===== config.mk =====
export PLATFORM = sky130hd
export DESIGN_NAME = rv_mtimer_core
export DESIGN_NICKNAME = d
export VERILOG_FILES = /design/src/rtl/rv_mtimer_pkg.sv /design/src/rtl/rv_mtimer_cmp.sv /design/src/rtl/rv_mtimer_core.sv
export SDC_FILE = /design/constraint.sdc
export NUM_CORES = 1
export LEC_CHECK = 0
export CORE_MARGIN = 1.5
export CORE_UTILIZATION = 50
export DETAILED_ROUTE_END_ITERATION = 10
export PLACE_DENSITY = 0.85
export SLEW_MARGIN = 5
export SYNTH_ARGS = -nofsm -noshare
export SYNTH_HDL_FRONTEND = slang
export SYNTH_HIERARCHICAL = 1
export SYNTH_SLANG_ARGS = --single-unit

===== constraint.sdc =====
create_clock -name clk_i -period 4.7 [get_ports clk_i]
set_input_delay 1.41 -clock clk_i [delete_from_list [all_inputs] [get_ports clk_i]]
set_output_delay 1.41 -clock clk_i [all_outputs]
set_load 0.03 [all_outputs]

===== src/rtl/rv_mtimer_pkg.sv =====
// Shared types and default widths for the RISC-V machine-timer core.
package rv_mtimer_pkg;

  typedef enum logic {
    CmpOneShot  = 1'b0,
    CmpPeriodic = 1'b1
  } cmp_mode_e;

  localparam int MtimeW = 64;
  localparam int PrescW = 12;
  localparam int StepW  = 8;

endpackage


===== src/rtl/rv_mtimer_cmp.sv =====
// One timer comparator channel: compare register, periodic reload with
// saturation on carry-out, registered expiry level and expiry pulse.
module rv_mtimer_cmp
  import rv_mtimer_pkg::*;
#(
  parameter int TW = MtimeW
) (
  input  logic          clk,
  input  logic          rst,
  input  logic [TW-1:0] mtime,
  input  logic          we,
  input  logic [TW-1:0] wdata,
  input  logic          mode,
  input  logic [TW-1:0] period,
  output logic [TW-1:0] cmp,
  output logic          expired,
  output logic          pulse
);

  logic          sat;
  logic          ge;
  logic          reload;
  logic [TW:0]   sum;

  assign ge     = (mtime >= cmp);
  assign reload = (cmp_mode_e'(mode) == CmpPeriodic) && (period != '0) && !sat && ge;
  assign sum    = {1'b0, cmp} + {1'b0, period};

  always_ff @(posedge clk) begin
    if (rst) begin
      cmp     <= '1;
      sat     <= 1'b0;
      expired <= 1'b0;
      pulse   <= 1'b0;
    end else begin
      // A software write wins over a reload in the same cycle.
      if (we) begin
        cmp <= wdata;
        sat <= 1'b0;
      end else if (reload) begin
        if (sum[TW]) begin
          cmp <= '1;
          sat <= 1'b1;
        end else begin
          cmp <= sum[TW-1:0];
        end
      end

      if (reload) begin
        expired <= 1'b1;
        pulse   <= 1'b1;
      end else begin
        expired <= ge;
        pulse   <= ge & ~expired;
      end
    end
  end

endmodule


===== src/rtl/rv_mtimer_core.sv =====
// Machine-timer core: prescaled, step-incremented mtime counter feeding
// N_CMP independent one-shot / periodic comparators.
module rv_mtimer_core
  import rv_mtimer_pkg::*;
#(
  parameter int N_CMP = 1,
  parameter int TW    = MtimeW,
  parameter int PW    = PrescW,
  parameter int SW    = StepW
) (
  input  logic                clk_i,
  input  logic                rst_i,
  input  logic                active_i,
  input  logic [PW-1:0]       prescaler_i,
  input  logic [SW-1:0]       step_i,
  input  logic                mtime_we_i,
  input  logic [TW-1:0]       mtime_wdata_i,
  output logic [TW-1:0]       mtime_o,
  output logic                tick_o,
  input  logic [N_CMP-1:0]    cmp_we_i,
  input  logic [TW-1:0]       cmp_wdata_i,
  input  logic [N_CMP-1:0]    mode_i,
  input  logic [N_CMP*TW-1:0] period_i,
  output logic [N_CMP*TW-1:0] cmp_o,
  output logic [N_CMP-1:0]    expired_o,
  output logic [N_CMP-1:0]    event_o
);

  logic [PW-1:0] pcnt;
  logic          tick;

  // Lowering prescaler_i below pcnt lets pcnt run on until it wraps.
  assign tick = active_i && (pcnt == prescaler_i);

  always_ff @(posedge clk_i) begin
    if (rst_i) begin
      pcnt    <= '0;
      mtime_o <= '0;
      tick_o  <= 1'b0;
    end else begin
      tick_o <= tick;
      if (!active_i || tick) begin
        pcnt <= '0;
      end else begin
        pcnt <= pcnt + PW'(1);
      end
      // A software load drops the increment of a coincident tick.
      if (mtime_we_i) begin
        mtime_o <= mtime_wdata_i;
      end else if (tick) begin
        mtime_o <= mtime_o + TW'(step_i);
      end
    end
  end

  for (genvar k = 0; k < N_CMP; k++) begin : g_cmp
    rv_mtimer_cmp #(
      .TW(TW)
    ) u_cmp (
      .clk    (clk_i),
      .rst    (rst_i),
      .mtime  (mtime_o),
      .we     (cmp_we_i[k]),
      .wdata  (cmp_wdata_i),
      .mode   (mode_i[k]),
      .period (period_i[k*TW +: TW]),
      .cmp    (cmp_o[k*TW +: TW]),
      .expired(expired_o[k]),
      .pulse  (event_o[k])
    );
  end

endmodule


-- Word-level counts from Yosys, hierarchy flattened
Index checks and enable logic that the tools add are counted.
- register bits after elaboration: 144
- latch bits: 0
- memory bits (writable): 0
- memory bits (read-only): 0
- input bits: 218
- output and inout bits: 131
- word-level logic and storage cells: 34
- memories kept: 0
- add/sub/neg operators: 3
- multiply operators: 0
- divide/modulo/power cells: 0
- magnitude comparators: 1
- eq/ne operators: 1
- shifts and indexed selects: 0
- mux-type cells: 7
- bitwise logic cells: 2
- reduce and logical (&&, ||, !) cells: 13
- operator list (cell ; number):
    $mux 64 ; 5
    $add 64x64->65 ; 1
    $add 64x8->64 ; 1
    $ge 64x64->1 ; 1
    $reduce_bool 64->1 ; 1
    $add 12x1->12 const B ; 1
    $eq 12x12->1 ; 1
    $logic_and 1x1->1 ; 4
    $reduce_bool 2->1 ; 2
    $reduce_or 2->1 ; 2
    $logic_not 1->1 ; 2
    $mux 1 ; 2
    $reduce_and 2->1 ; 1
    $and 1x1->1 ; 1
    $logic_or 1x1->1 ; 1
    $not 1->1 ; 1

-- Longest topological paths before layout
Gate-level depths: netlist of the first run.
- depth in word-level cells: 6
- gate-level depth with buffers: 14
- depth with buffers taken out: 12

-- Modules after synthesis
Netlist of the first run, hierarchy kept.
- modules (own cells, without submodules) (module ; times used ; cells an instance ; area an instance (sq um)):
    rv_mtimer_cmp ; 1 ; 1142 ; 8444.3
    rv_mtimer_core ; 1 ; 585 ; 4719.5

-- Worst setup path after synthesis of the first run
OpenSTA, ideal clock, no wires.
- path type: in2reg
- start: input port period_i[0]
- end: register g_cmp[0].u_cmp.cmp[20]
- setup time: 120 ps
- data arrival time: 4021 ps
- required time: 4580 ps
- path slack: 560 ps
- cell stages on the path: 13
- path through: ha_1 fa_1 a211oi_1 o21bai_2 o21ai_1 o311ai_2 a21oi_2 o211a_4 o41ai_4 buf_4 nor3_1 nor3_1 a211o_1
- cells in the longest elaborated chain, start to end: 5
- elaborated cells between the ends (all ways): 9
- ends and longest elaborated chain (what ; RTL line ; RTL):
    start, declared ; rv_mtimer_core.sv:23 ; input logic [N_CMP*TW-1:0] period_i,
    branches (longest 5 deep; another with $add 64x64->65) ; -- ;
    end signal, assigned ; rv_mtimer_cmp.sv:38 ; cmp <= wdata;
    end signal, assigned ; rv_mtimer_cmp.sv:45 ; cmp <= sum[TW-1:0];
    end, declared ; rv_mtimer_cmp.sv:15 ; output logic [TW-1:0] cmp,
Several ways; the timed one is not identified. The select of a mux whose other input is x is not followed.
A chain may end at the register's enable or synchronous reset.

-- Final worst setup path of the first run
- start: input port period_i[0]
- end: register g_cmp[0].u_cmp.cmp[62]
Same word-level chain as after synthesis.

==> results of run 1 <==
[layout by cell type, fill, tap and decap left out, types with 8 or more instances in the layout]
cell and count:
nand2_1 142, nor3_1 35, o32ai_1 14, or3_1 15, nand3_1 46, a21o_1 50, nor2b_1 14, a211o_1 15
ha_1 137, a311oi_1 16, o21a_1 8, o22ai_1 31, a21oi_1 171, nor2_1 116, and4_1 15, o21ai_1 35
xnor2_1 56, clkdlybuf4s50_1 346, o21bai_1 9, o31ai_1 12, buf_4 114, dfxtp_1 144, and3_1 21, o211ai_1 8
inv_1 96, nand4_1 58, clkbuf_16 17, o21ai_0 89, or4_1 9, nor4_1 42, a211oi_1 29, a31oi_1 15
a221oi_1 10, xor2_1 50
[logic make-up after synthesis]
| family | count (synthesis) | synth area share (%) |
|---|---|---|
| compound gates | 579 | 28.79 |
| xor+xnor | 106 | 7.053 |
| fa+ha+maj | 139 | 13.33 |
| buf+inv | 190 | 5.893 |
| flops | 144 | 21.90 |
| mux | 5 | 0.3897 |
| simple gates | 564 | 22.65 |
[critical path: cells and delay by family]
family,cells,cell delay [ns]
AO/OA/AOI/OAI,8,1.89
adder cells (fa/ha/maj),2,0.66
buffers and inverters,2,0.62
multiplexers,1,0.14
AND/OR/NAND/NOR,1,0.12
[metrics by stage]
| stage | TNS (ns) | util, % |
|---|---|---|
| finish | 0 | 69.90 |
| global route | 0 | 69.90 |
| CTS | 0 | 69.88 |
| detailed placement | -3.003 | 67.54 |
| global placement | -1.046 | 67.54 |
| floorplan | 0 | - |
[layer usage]
metal | share of wire, % | wire length, um | global-route usage [%] | up-vias
li1 | - | - | - | 7287
met1 | 41 | 22560 | 52.42 | 7409
met2 | 45 | 25010 | 63.18 | 967
met3 | 10 | 5582 | 7.517 | 162
met4 | 4.2 | 2324 | 16.71 | 0
met5 | 0 | 0 | 0 | -
[final timing paths]
kind	slack [ns]	startpoint	endpoint
setup / recovery	0.21	period_i[0]	g_cmp[0].u_cmp/cmp[62]
hold / removal	0.49	pcnt[0]	pcnt[0]
setup reg to reg	1.09	g_cmp[0].u_cmp/cmp[59]	g_cmp[0].u_cmp/cmp[63]
hold reg to reg	0.49	pcnt[0]	pcnt[0]
[what timing repair did]
action / in CTS / in global routing
setup endpoints to repair: 0 / 12
hold buffers: 0 / 0
gates resized for setup: 0 / 1
[power breakdown]
| group | switching, mW | leakage, nW | total, mW | internal [mW] |
|---|---|---|---|---|
| clock | 0.629 | 0.290 | 1.48 | 0.848 |
| sequential | 0.173 | 1.19 | 1.47 | 1.30 |
| combinational | 1.03 | 6.25 | 1.88 | 0.849 |
| total | 1.84 | 7.73 | 4.84 | 3.00 |
[registers in the layout, summed over array words and instances (netlist names)]
register	count
g_cmp.u_cmp/pulse	1
pcnt	12
tick_o	1
g_cmp.u_cmp/expired	1
g_cmp.u_cmp/cmp	64
mtime_o	64
g_cmp.u_cmp/sat	1
[cell type report]
type	instances	area (um^2)
clock buffer	18	429.2
clock inverter	13	177.7
fill	2137	7821
inverter	97	364.1
multi-input combinational	1393	9512
sequential	144	2883
tap	335	419.2
timing repair buffer	463	4379
==> results.toml, run 1 <==
[run_status]
status = "finished, final reports clean"

[worst_setup_path]
worstSetupPathType = "input port to flip-flop"
crit_path_end_kind = "flip-flop"
crit_chain = "clkdlybuf4s50_1, ha_1, fa_1, a211oi_1, o21bai_2, o21ai_1, a31oi_1, o211ai_1, o21ai_0, buf_4, a311oi_1, nor2_1, mux2i_1, o31ai_1"
crit_path_max_fanout = 4
worstPathArrival_ns = 4.83
reg2reg_depth = 13
start_kind = "input port"
cp.required_ns = 5.04
slowest_stage = "clkdlybuf4s50_1"
cp_slowest_stage_delay_ns = 0.45

[clock_network]
postCtsSetupRepairBufs = 0
cts_htree_levels = 4
cts_tree = "done"
cts_buffers = 17
cts.sinks = 144
cts_root_buf = "clkbuf_16"
clk_latency_ns = 0.43
clk_pin_slew_ns = 0.07
clk_path_buf_depth = 2

[layout]
final_cells = 2463
drive_gt1_share_pct = 8.835
fin_area_um2 = 18160
area_growth_pct = 37.98
n_antenna_cell = 0
finalNetCount = 2473

[timing]
timing.hold.ws_ns = 0.4937
worstMarginPinSlew_ns = 0.7791
fmax_ghz = 0.2228
skew_ns = 0.01240
drv_slew = 0
final_hold_viol_count = 0
relSlewSlack_pct = 47.58
post-route-period-util_pct = 95.49
finalSetupViolCount = 0
fin_ws_ns = 0.2120
fin_crit_ns = 4.488
rsz0062_at_grt = "false"

[floorplan]
boundaryPins = 349
die_h_um = 165.3
rows = 59
die_x_um = 165.3
start_util_pct = 50.66
die-area_um2 = 27310
fp.coreArea_um2 = 25980

[synth]
synth_seq_area_share_pct = 21.90
synth_nets = 2084
synthCells = 1727
avgSynthCellArea_um2 = 7.622
synth_top_area_share_pct = 21.90
synth_edf_count = 0
yosysMostFrequentCell = "a21oi_1"
synth_top_cell_by_area = "dfxtp_1"
async_reset_ff_share_pct = 0
ys_top_cells_by_area = "dfxtp_1 (22%), ha_1 (13%), a21oi_1 (6.5%), nand2_1 (4.0%), xnor2_1 (3.7%)"
ys_seq_elements = 144
ys_types = 93
synth_flop_cell = "dfxtp_1"
syn_area_um2 = 13160
synth_commonest_cells = "a21oi_1 (171), dfxtp_1 (144), nand2_1 (142)"
ys_warn_count = 6

[placement]
globalplace.congestion = 1.018
portBuffers = 348
dp_hpwl_um = 44500
pre_cts_ws_ns = -0.1968
place_area_um2 = 17550
place_inst = 2432

[route]
wire_per_inst_um = 22.53
via_per_inst = 6.425
routed_wl_um = 55490
ant_nets = 0
drc = 0
first_pass_iters = 6
via_count = 15830
drt_iter0_markers = 1992

[grt]
grt_max_degree = 72
antenna_found_initial = 0
overflow = 0
grt_pass1_wl_um = 82710
grt.total_usage_pct = 39.72
grt_pass1_vias = 14850

[hold_path]
min_path_type = "flip-flop to flip-flop"
whs_path_depth = 1

[pwr]
p_per_area_nw_per_um2 = 266.2
total_leakage_power_nw = 7.733
vdd_drop_max_uv = 208.3
power_mw = 4.835

[run]
cap_viol_max_count = 0
No activity file was read; power rests on OpenSTA's default activity.
==> run 2: changes to the inputs <==
--- a/config.mk
+++ b/config.mk
@@ -8,9 +8,8 @@
 export CORE_MARGIN = 1.5
 export CORE_UTILIZATION = 50
 export DETAILED_ROUTE_END_ITERATION = 10
-export PLACE_DENSITY = 0.85
+export PLACE_DENSITY = 0.86
 export SLEW_MARGIN = 5
 export SYNTH_ARGS = -nofsm -noshare
 export SYNTH_HDL_FRONTEND = slang
-export SYNTH_HIERARCHICAL = 1
 export SYNTH_SLANG_ARGS = --single-unit
==> run 2 against run 1 <==
Sequential power barely moved. Area after synthesis fell by 6.0%. Utilization rose by 1.9 points. Cell count fell by 1.8%. Count of clock-buffer cells in the layout fell by 1. Non-clock buffer count rose by 2. Critical endpoint is now g_cmp[0].u_cmp.cmp[18]. Largest cell class unchanged.
==> results.toml, run 2 <==
[run_status]
status = "finished, final reports clean"

[grt]
grt_max_degree = 80
grt_pass1_vias = 14300
overflow = 0
antenna_found_initial = 4
grt.total_usage_pct = 39.01
grt_pass1_wl_um = 78680

[worst_setup_path]
crit_path_max_fanout = 4
worstSetupPathType = "input port to flip-flop"
cp.required_ns = 5.01
worstPathArrival_ns = 4.74
start_kind = "input port"
crit_path_end_kind = "flip-flop"

[timing]
fin_crit_ns = 4.435
worstMarginPinSlew_ns = 0.8228
relSlewSlack_pct = 45.15
drv_slew = 0
fmax_ghz = 0.2255
timing.hold.ws_ns = 0.4952
rsz0062_at_grt = "false"
fin_setup_tns_ns = 0
final_hold_viol_count = 0
finalSetupViolCount = 0
skew_ns = 0.01906
post-route-period-util_pct = 94.36

[clock_network]
clk_latency_ns = 0.44
clk_pin_slew_ns = 0.07
cts.sinks = 144
clk_path_buf_depth = 2
cts_tree = "done"
cts_buffers = 17
cts_htree_levels = 4
post_cts_resized = 0
cts_hold_buf = 0
cts_root_buf = "clkbuf_16"
postCtsSetupRepairBufs = 0

[layout]
final_common_cell = "clkdlybuf4s50_1"
drive_gt1_share_pct = 8.270
final_cell_mix = "clkdlybuf4s50_1 (346), a21oi_1 (202), nor2_1 (163)"
fin_area_um2 = 17470
finalNetCount = 2436
area_growth_pct = 41.22
nFillCells = 1997
top_regs = "g_cmp.u_cmp.cmp x64, mtime_o x64, pcnt x12"
final_cells = 2419

[pwr]
p_per_area_nw_per_um2 = 261.1
p_int_mw = 2.839
swShare_pct = 37.75
seqPwrFrac_pct = 31.6
power_mw = 4.561
total_leakage_power_nw = 7.400
combPwrFrac_pct = 37.4
power.switching_mw = 1.722
clkPwrFrac_pct = 31.0
vdd_drop_max_uv = 240.7

[synth]
yosysMostFrequentCell = "a21oi_1"
ys_seq_elements = 144
ys_types = 71
ys_top_cells_by_area = "dfxtp_1 (23%), ha_1 (14%), a21oi_1 (8.2%), xnor2_1 (5.9%), nor2_1 (4.9%)"
async_reset_ff_share_pct = 0
syn_area_um2 = 12370
synth_nets = 2026
synth_seq_area_share_pct = 23.30
ys_warn_count = 0
synthCells = 1669
synth_flop_cell = "dfxtp_1"
synth_edf_count = 0
synth_top_cell_by_area = "dfxtp_1"
avgSynthCellArea_um2 = 7.413
synth_top_area_share_pct = 23.30
synth_commonest_cells = "a21oi_1 (202), nor2_1 (163), dfxtp_1 (144)"

[route]
drc = 0
first_pass_iters = 6
via_count = 14870
wire_per_inst_um = 21.27
via_per_inst = 6.148
ant_nets = 0
drt_iter0_markers = 1430
routed_wl_um = 51450

[run]
cap_viol_max_count = 0

[floorplan]
die_h_um = 160.3
die_x_um = 160.3
die-area_um2 = 25700
start_util_pct = 50.87
fp.coreArea_um2 = 24320
boundaryPins = 349
rows = 57

[hold_path]
min_path_type = "flip-flop to flip-flop"

[placement]
place_inst = 2384
place_area_um2 = 16870
globalplace.congestion = 1.061
portBuffers = 348
dp_hpwl_um = 41230
## run 2: cell families (layout without fill, tap and decap cells)
| kind of cell | count (synthesis) | count (layout) | share of synthesized area (%) |
|---|---|---|---|
| AOI/OAI and AO/OA | 552 | 552 | 27.31 |
| and+or+nand+nor | 519 | 519 | 19.79 |
| buffers and inverters | 179 | 602 | 5.684 |
| DFF | 144 | 144 | 23.30 |
| adders and majority gates | 139 | 139 | 14.18 |
| xor gates and xnor gates | 125 | 125 | 8.849 |
| muxes | 11 | 11 | 0.8900 |
| other | 0 | 3 | 0 |
## run 2: metrics by stage
stage	utilization, %	setup slack, ns
2_1_floorplan	-	0.4810
3_3_place_gp	69.38	-0.1907
3_5_place_dp	69.38	-0.1221
4_1_cts	71.81	0.3180
5_1_grt	71.84	0.008060
6_report	71.84	0.2651
## run 2: power by group through the flow
| stage | combinational, mW | clock [mW] | sequential [mW] |
|---|---|---|---|
| finish | 1.71 | 1.41 | 1.44 |
| global route | 1.83 | 1.46 | 1.45 |
| CTS | 1.68 | 1.41 | 1.43 |
| detailed placement | 1.66 | 0 | 1.46 |
| global placement | 1.64 | 0 | 1.46 |
| floorplan | 0.821 | 0 | 1.54 |
## run 2: worst max-delay path, stage by stage
cell and delay (ns):
clkdlybuf4s50_1 0.46, ha_1 0.25, fa_1 0.43, a211oi_1 0.27, o21a_1 0.21, a211oi_2 0.11
o211ai_2 0.25, a211oi_4 0.13, a311oi_4 0.41, o21ai_0 0.21, nor2_1 0.17, a21oi_1 0.09
or3_1 0.35
## run 2: final cells by class
| type | instances | area, um^2 | area share, % |
|---|---|---|---|
| sequential | 144 | 2883 | 16.50 |
| inverter | 105 | 394.1 | 2.256 |
| clock inverter | 15 | 165.2 | 0.9453 |
| tap | 324 | 405.4 | 2.320 |
| timing repair buffer | 465 | 4404 | 25.21 |
| clock buffer | 17 | 425.4 | 2.435 |
| multi-input combinational | 1346 | 8787 | 50.29 |
| antenna | 3 | 7.507 | 0.04297 |
## run 2: worst paths after layout
check | start | to | slack, ns | cells after the start
setup / recovery | period_i[0] | g_cmp[0].u_cmp.cmp[18] | 0.27 | 13
hold / removal | g_cmp[0].u_cmp.expired | g_cmp[0].u_cmp.pulse | 0.50 | 2
setup reg to reg | g_cmp[0].u_cmp.cmp[58] | g_cmp[0].u_cmp.cmp[31] | 1.03 | 12
hold reg to reg | g_cmp[0].u_cmp.expired | g_cmp[0].u_cmp.pulse | 0.50 | 2
## run 2: layer usage
| layer | vias to the layer above | part of all wire, % | global-route usage, % |
|---|---|---|---|
| met5 | - | 0.021 | 0 |
| met4 | 2 | 5.6 | 21.62 |
| met3 | 177 | 9.0 | 6.482 |
| met2 | 874 | 44 | 61.44 |
| met1 | 6909 | 41 | 50.85 |
| li1 | 6909 | - | - |
